`config.mk`:
```
export PLATFORM = sky130hd
export DESIGN_NAME = if_fetch_unit
export DESIGN_NICKNAME = d
export VERILOG_FILES = /design/src/rtl/if_fetch_unit.sv
export SDC_FILE = /design/constraint.sdc
export NUM_CORES = 1
export LEC_CHECK = 0
export CORE_ASPECT_RATIO = 1.5
export CORE_MARGIN = 10
export CORE_UTILIZATION = 40
export CTS_CLUSTER_SIZE = 8
export DETAILED_ROUTE_END_ITERATION = 16
export MAX_ROUTING_LAYER = met4
export SLEW_MARGIN = 5
export SYNTH_ARGS = -nofsm -noshare
export SYNTH_HDL_FRONTEND = slang
export SYNTH_SLANG_ARGS = --single-unit
```
`constraint.sdc`:
```
create_clock -name CLK -period 3 [get_ports CLK]
set_clock_uncertainty 0.2 [all_clocks]
set_input_delay 0.45 -clock CLK [delete_from_list [all_inputs] [get_ports CLK]]
set_output_delay 0.45 -clock CLK [all_outputs]
set_load 0.03 [all_outputs]
```
`src/rtl/if_fetch_unit.sv`:
```
// Instruction-fetch stage: owns the PC, issues one-outstanding req/ack reads
// and presents the fetched instruction to the IF/ID register (captured on negedge).
module if_fetch_unit #(
  parameter logic [31:0] RESET_PC = 32'h0000_0000
) (
  input  logic        CLK,
  input  logic        RST,
  input  logic        stall,
  input  logic        flush,
  input  logic [31:0] flush_target,
  output logic        imem_req,
  output logic [31:0] imem_addr,
  input  logic [31:0] imem_rdata,
  input  logic        imem_ack,
  output logic [31:0] next_PC,
  output logic [31:0] instruct,
  output logic [5:0]  Opcode,
  output logic [5:0]  Funct,
  output logic        valid,
  output logic [1:0]  o_dbg_state
);

  typedef enum logic [1:0] {
    S_FETCH = 2'd0,
    S_HOLD  = 2'd1,
    S_DRAIN = 2'd2
  } state_t;

  state_t      r_state;
  logic [31:0] r_pc;
  logic [31:0] r_req_addr;
  logic [31:0] r_buf_data;
  logic [31:0] r_buf_pc;
  logic [31:0] r_next_pc;
  logic [31:0] r_instruct;
  logic        r_valid;

  logic [31:0] w_flush_pc;
  logic [31:0] w_req_inc;

  assign w_flush_pc = {flush_target[31:2], 2'b00};
  assign w_req_inc  = r_req_addr + 32'd4;

  // Memory handshake: imem_req is high in FETCH/DRAIN and imem_addr is the
  // registered r_req_addr; both stay put until the cycle in which imem_ack is
  // high, which completes the read in that same cycle (imem_rdata valid then).
  assign imem_req    = ((r_state == S_FETCH) || (r_state == S_DRAIN)) && !RST;
  assign imem_addr   = r_req_addr;
  assign next_PC     = r_next_pc;
  assign instruct    = r_instruct;
  assign Opcode      = r_instruct[31:26];
  assign Funct       = r_instruct[5:0];
  assign valid       = r_valid;
  assign o_dbg_state = r_state;

  always_ff @(posedge CLK) begin
    if (RST) begin
      r_state    <= S_FETCH;
      r_pc       <= RESET_PC;
      r_req_addr <= RESET_PC;
      r_buf_data <= 32'd0;
      r_buf_pc   <= 32'd0;
      r_next_pc  <= 32'd0;
      r_instruct <= 32'd0;
      r_valid    <= 1'b0;
    end else if (flush) begin
      r_pc       <= w_flush_pc;
      r_valid    <= 1'b0;
      r_instruct <= 32'd0;
      r_next_pc  <= 32'd0;
      r_buf_data <= 32'd0;
      r_buf_pc   <= 32'd0;
      case (r_state)
        S_FETCH: begin
          // An unacknowledged read cannot be withdrawn, so it is drained first.
          if (imem_ack) begin
            r_req_addr <= w_flush_pc;
            r_state    <= S_FETCH;
          end else begin
            r_state <= S_DRAIN;
          end
        end
        S_HOLD: begin
          r_req_addr <= w_flush_pc;
          r_state    <= S_FETCH;
        end
        default: r_state <= S_DRAIN;
      endcase
    end else begin
      case (r_state)
        S_FETCH: begin
          if (imem_ack) begin
            if (!stall) begin
              r_instruct <= imem_rdata;
              r_next_pc  <= w_req_inc;
              r_valid    <= 1'b1;
              r_pc       <= w_req_inc;
              r_req_addr <= w_req_inc;
            end else begin
              r_buf_data <= imem_rdata;
              r_buf_pc   <= w_req_inc;
              r_pc       <= w_req_inc;
              r_state    <= S_HOLD;
            end
          end
        end
        S_HOLD: begin
          if (!stall) begin
            r_instruct <= r_buf_data;
            r_next_pc  <= r_buf_pc;
            r_valid    <= 1'b1;
            r_req_addr <= r_pc;
            r_state    <= S_FETCH;
          end
        end
        S_DRAIN: begin
          if (imem_ack) begin
            r_req_addr <= r_pc;
            r_state    <= S_FETCH;
          end
        end
        default: r_state <= S_FETCH;
      endcase
    end
  end

endmodule

```
==> out/results.tsv <==
metric	value	unit
largest net degree at the start of global routing	73	
routed vias	8947	
Initial Utilization	40.3	%
post-synthesis adder-cell area fraction	0.679	%
post-synthesis mux area share	4.89	%
max_slew headroom	55.5	%
outcome	finished clean	
Net Count, Synth	1234	
HP Class	in2reg	
number of H-tree levels	4	
vias in the first global route	8368	
multi-input gate area in the final layout	4760	sq um
CP Launch Point	o_dbg_state[1]	
max cap viols	0	
largest family of logic cells by synthesized area	compound AO/OA/AOI/OAI gates	
most common cell in the netlist	dfxtp_1	
Synth area leader	dfxtp_1	
fin nets	1366	
ant diodes	0	
crit path kind	reg2out	
dominant cells by area after synthesis	dfxtp_1 (42%), nand2_1 (6.2%), a21oi_1 (5.6%)	
RSZ-0062 raised after global routing	no	
drt drc	0	
Post-CTS Resized	0	
worst path required time	2350	ps
max-slew violation count	0	
gr ovfl total	0	
crit path DAT	2190	ps
clk root buf	clkbuf_16	
top cells by count, synth	dfxtp_1 (195), nand2_1 (152), nor2_1 (134), a21oi_1 (104), clkbuf_1 (85)	
Fillers	2209	
prevailing post-synth register cell	dfxtp_1	
fraction of layout cells with a size suffix above 1	7.59	%
initial antenna violation count	0	
TritonCTS clock tree	done	
PortBufs	178	
Final Hold Viols	0	
sequential element share of the synthesized area	42.4	%
first-pass GRT wire length	46.3	mm
Pwr Density	533	nW/um^2
Clk pin slew, worst setup/hold paths	70	ps
die extent in y	206	um
Detail Placement HPWL	21.2	mm
Critical Path End Type	primary output	
wire per inst	18.9	um
post-route minimum period	2840	ps
Die X	144	um
Startpoint Class	flop	
Fin Setup TNS	0	ps
final wirelength	30.0	mm
drt via density	5.64	
CTS Buf Count	17	
Synth Area in XOR/XNOR	1.71	%
Max VDD drop	400	uV
Die ar.	29600	sq um
final setup fails	0	
syn_area_per_cell	7.94	sq um
CTS hold repair buffers	0	
area delta synth->final	30.0	%
Sink Count	195	
synth warn	0	
post-synthesis register bit count	195	
worst r2r src	imem_addr[2]	
worst slew pin tran	667	ps
cell row count	68	
CTS max path bufs	2	
complex-gate fraction of the synthesized area	22.7	%
crit share post-route	94.7	%
post-CTS setup buffers	0	
hold slack	171	ps
later-pin clock latency in the skew report	450	ps
gp weighted congestion	0.899	
EDFF count, synth	0	
I/O pins	181	
ANT nets after route	0	
Max Fclk	0.352	GHz
Mapped Cells	1160	
top cell type's share of synthesized area	42.4	%
Cell variety after synth	59	
hold_sp	flush	
Placeable Area	22900	sq um
simple logic cell fraction of the synthesized area	21.2	%
Pre-antenna DRT Iters	5	
Max FO, Critical Path	9	
All-Layer GR Usage	20.3	%
Reg area	3900	sq um
share of flip-flops with an asynchronous set or reset	0	%
Iter 0 DRT Violations	570	
Static Leakage	4.05	nW
Mapped Area	9220	sq um
worst max-delay path, cell delays in order (launching register included):
cell	delay, ps
dfxtp_1	380
inv_1	140
ha_1	340
nor2_1	90
nor2_1	120
clkdlybuf4s50_1	700
cell families (layout without fill, tap and decap cells):
logic type / Yosys count / count (layout)
AOI/OAI and AO/OA: 325 / 325
xor gates and xnor gates: 18 / 18
adders and majority gates: 5 / 5
buffers and inverters: 140 / 285
DFF: 195 / 195
muxes: 45 / 45
and+or+nand+nor: 432 / 432
layout make-up:
cell class,instances,area share (%)
inverters,24,0.752
clock buffers,23,3.99
multi-input cells,825,39.7
flip-flops and latches,195,32.6
repair buffers,229,18.6
well taps,280,2.92
clock inverters,9,1.46
flip-flops by register name, indices dropped and copies added (netlist names):
name         count
r_pc            32
o_dbg_state      2
valid            1
next_PC         32
r_buf_data      32
r_buf_pc        32
imem_addr       32
instruct        32
path summary, 6_finish.rpt:
check | slack, ps | cells past startpoint | endpoint
worst max-delay path | 160 | 5 | imem_req
worst min-delay path | 170 | 3 | o_dbg_state[1]
worst min register to register | 250 | 2 | r_pc[1]
worst max register to register | 410 | 6 | next_PC[26]
cells in the final DEF (no fill, tap or decap), types with 7 or more instances in the layout:
cell and count:
a211oi_1 48, a21oi_1 104, a22oi_1 10, a31oi_1 16, and3_1 9, buf_4 45, clkbuf_16 17, clkdlybuf4s50_1 176
dfxtp_1 195, inv_1 22, mux2i_1 45, nand2_1 150, nand3_1 43, nand4_1 20, nor2_1 132, nor3_1 24
nor4_1 13, o21ai_0 58, o22ai_1 8, o31ai_1 7, o32ai_1 16, xnor2_1 16
routing by layer:
layer | vias up | wire (um) | part of all wire (%) | global-route usage, %
li1 | 4417 | - | - | -
met1 | 4181 | 12700 | 42 | 24.1
met2 | 294 | 14800 | 49 | 33.7
met3 | 55 | 1560 | 5.2 | 3.15
met4 | 0 | 883 | 2.9 | 8.05
met5 | - | 0 | 0 | -
stage by stage:
step                      instances  worst slack (ps)  util, %  cell area, sq um  power [mW]
after floorplan                1160               363        -              9220        3.45
after global placement         1553               339     49.5             11300        3.87
after detailed placement       1553               326     49.5             11300        3.89
after CTS                      1585               101     52.4             12000        6.44
after global routing           1585              20.1     52.4             12000        6.64
final                          1585               159     52.4             12000        6.39
where the power goes:
group	switching [mW]	internal, mW
combinational	0.639	0.418
clock	1.01	1.55
sequential	0.0818	2.69
total	1.73	4.65
No activity file was read; power rests on OpenSTA's default activity.
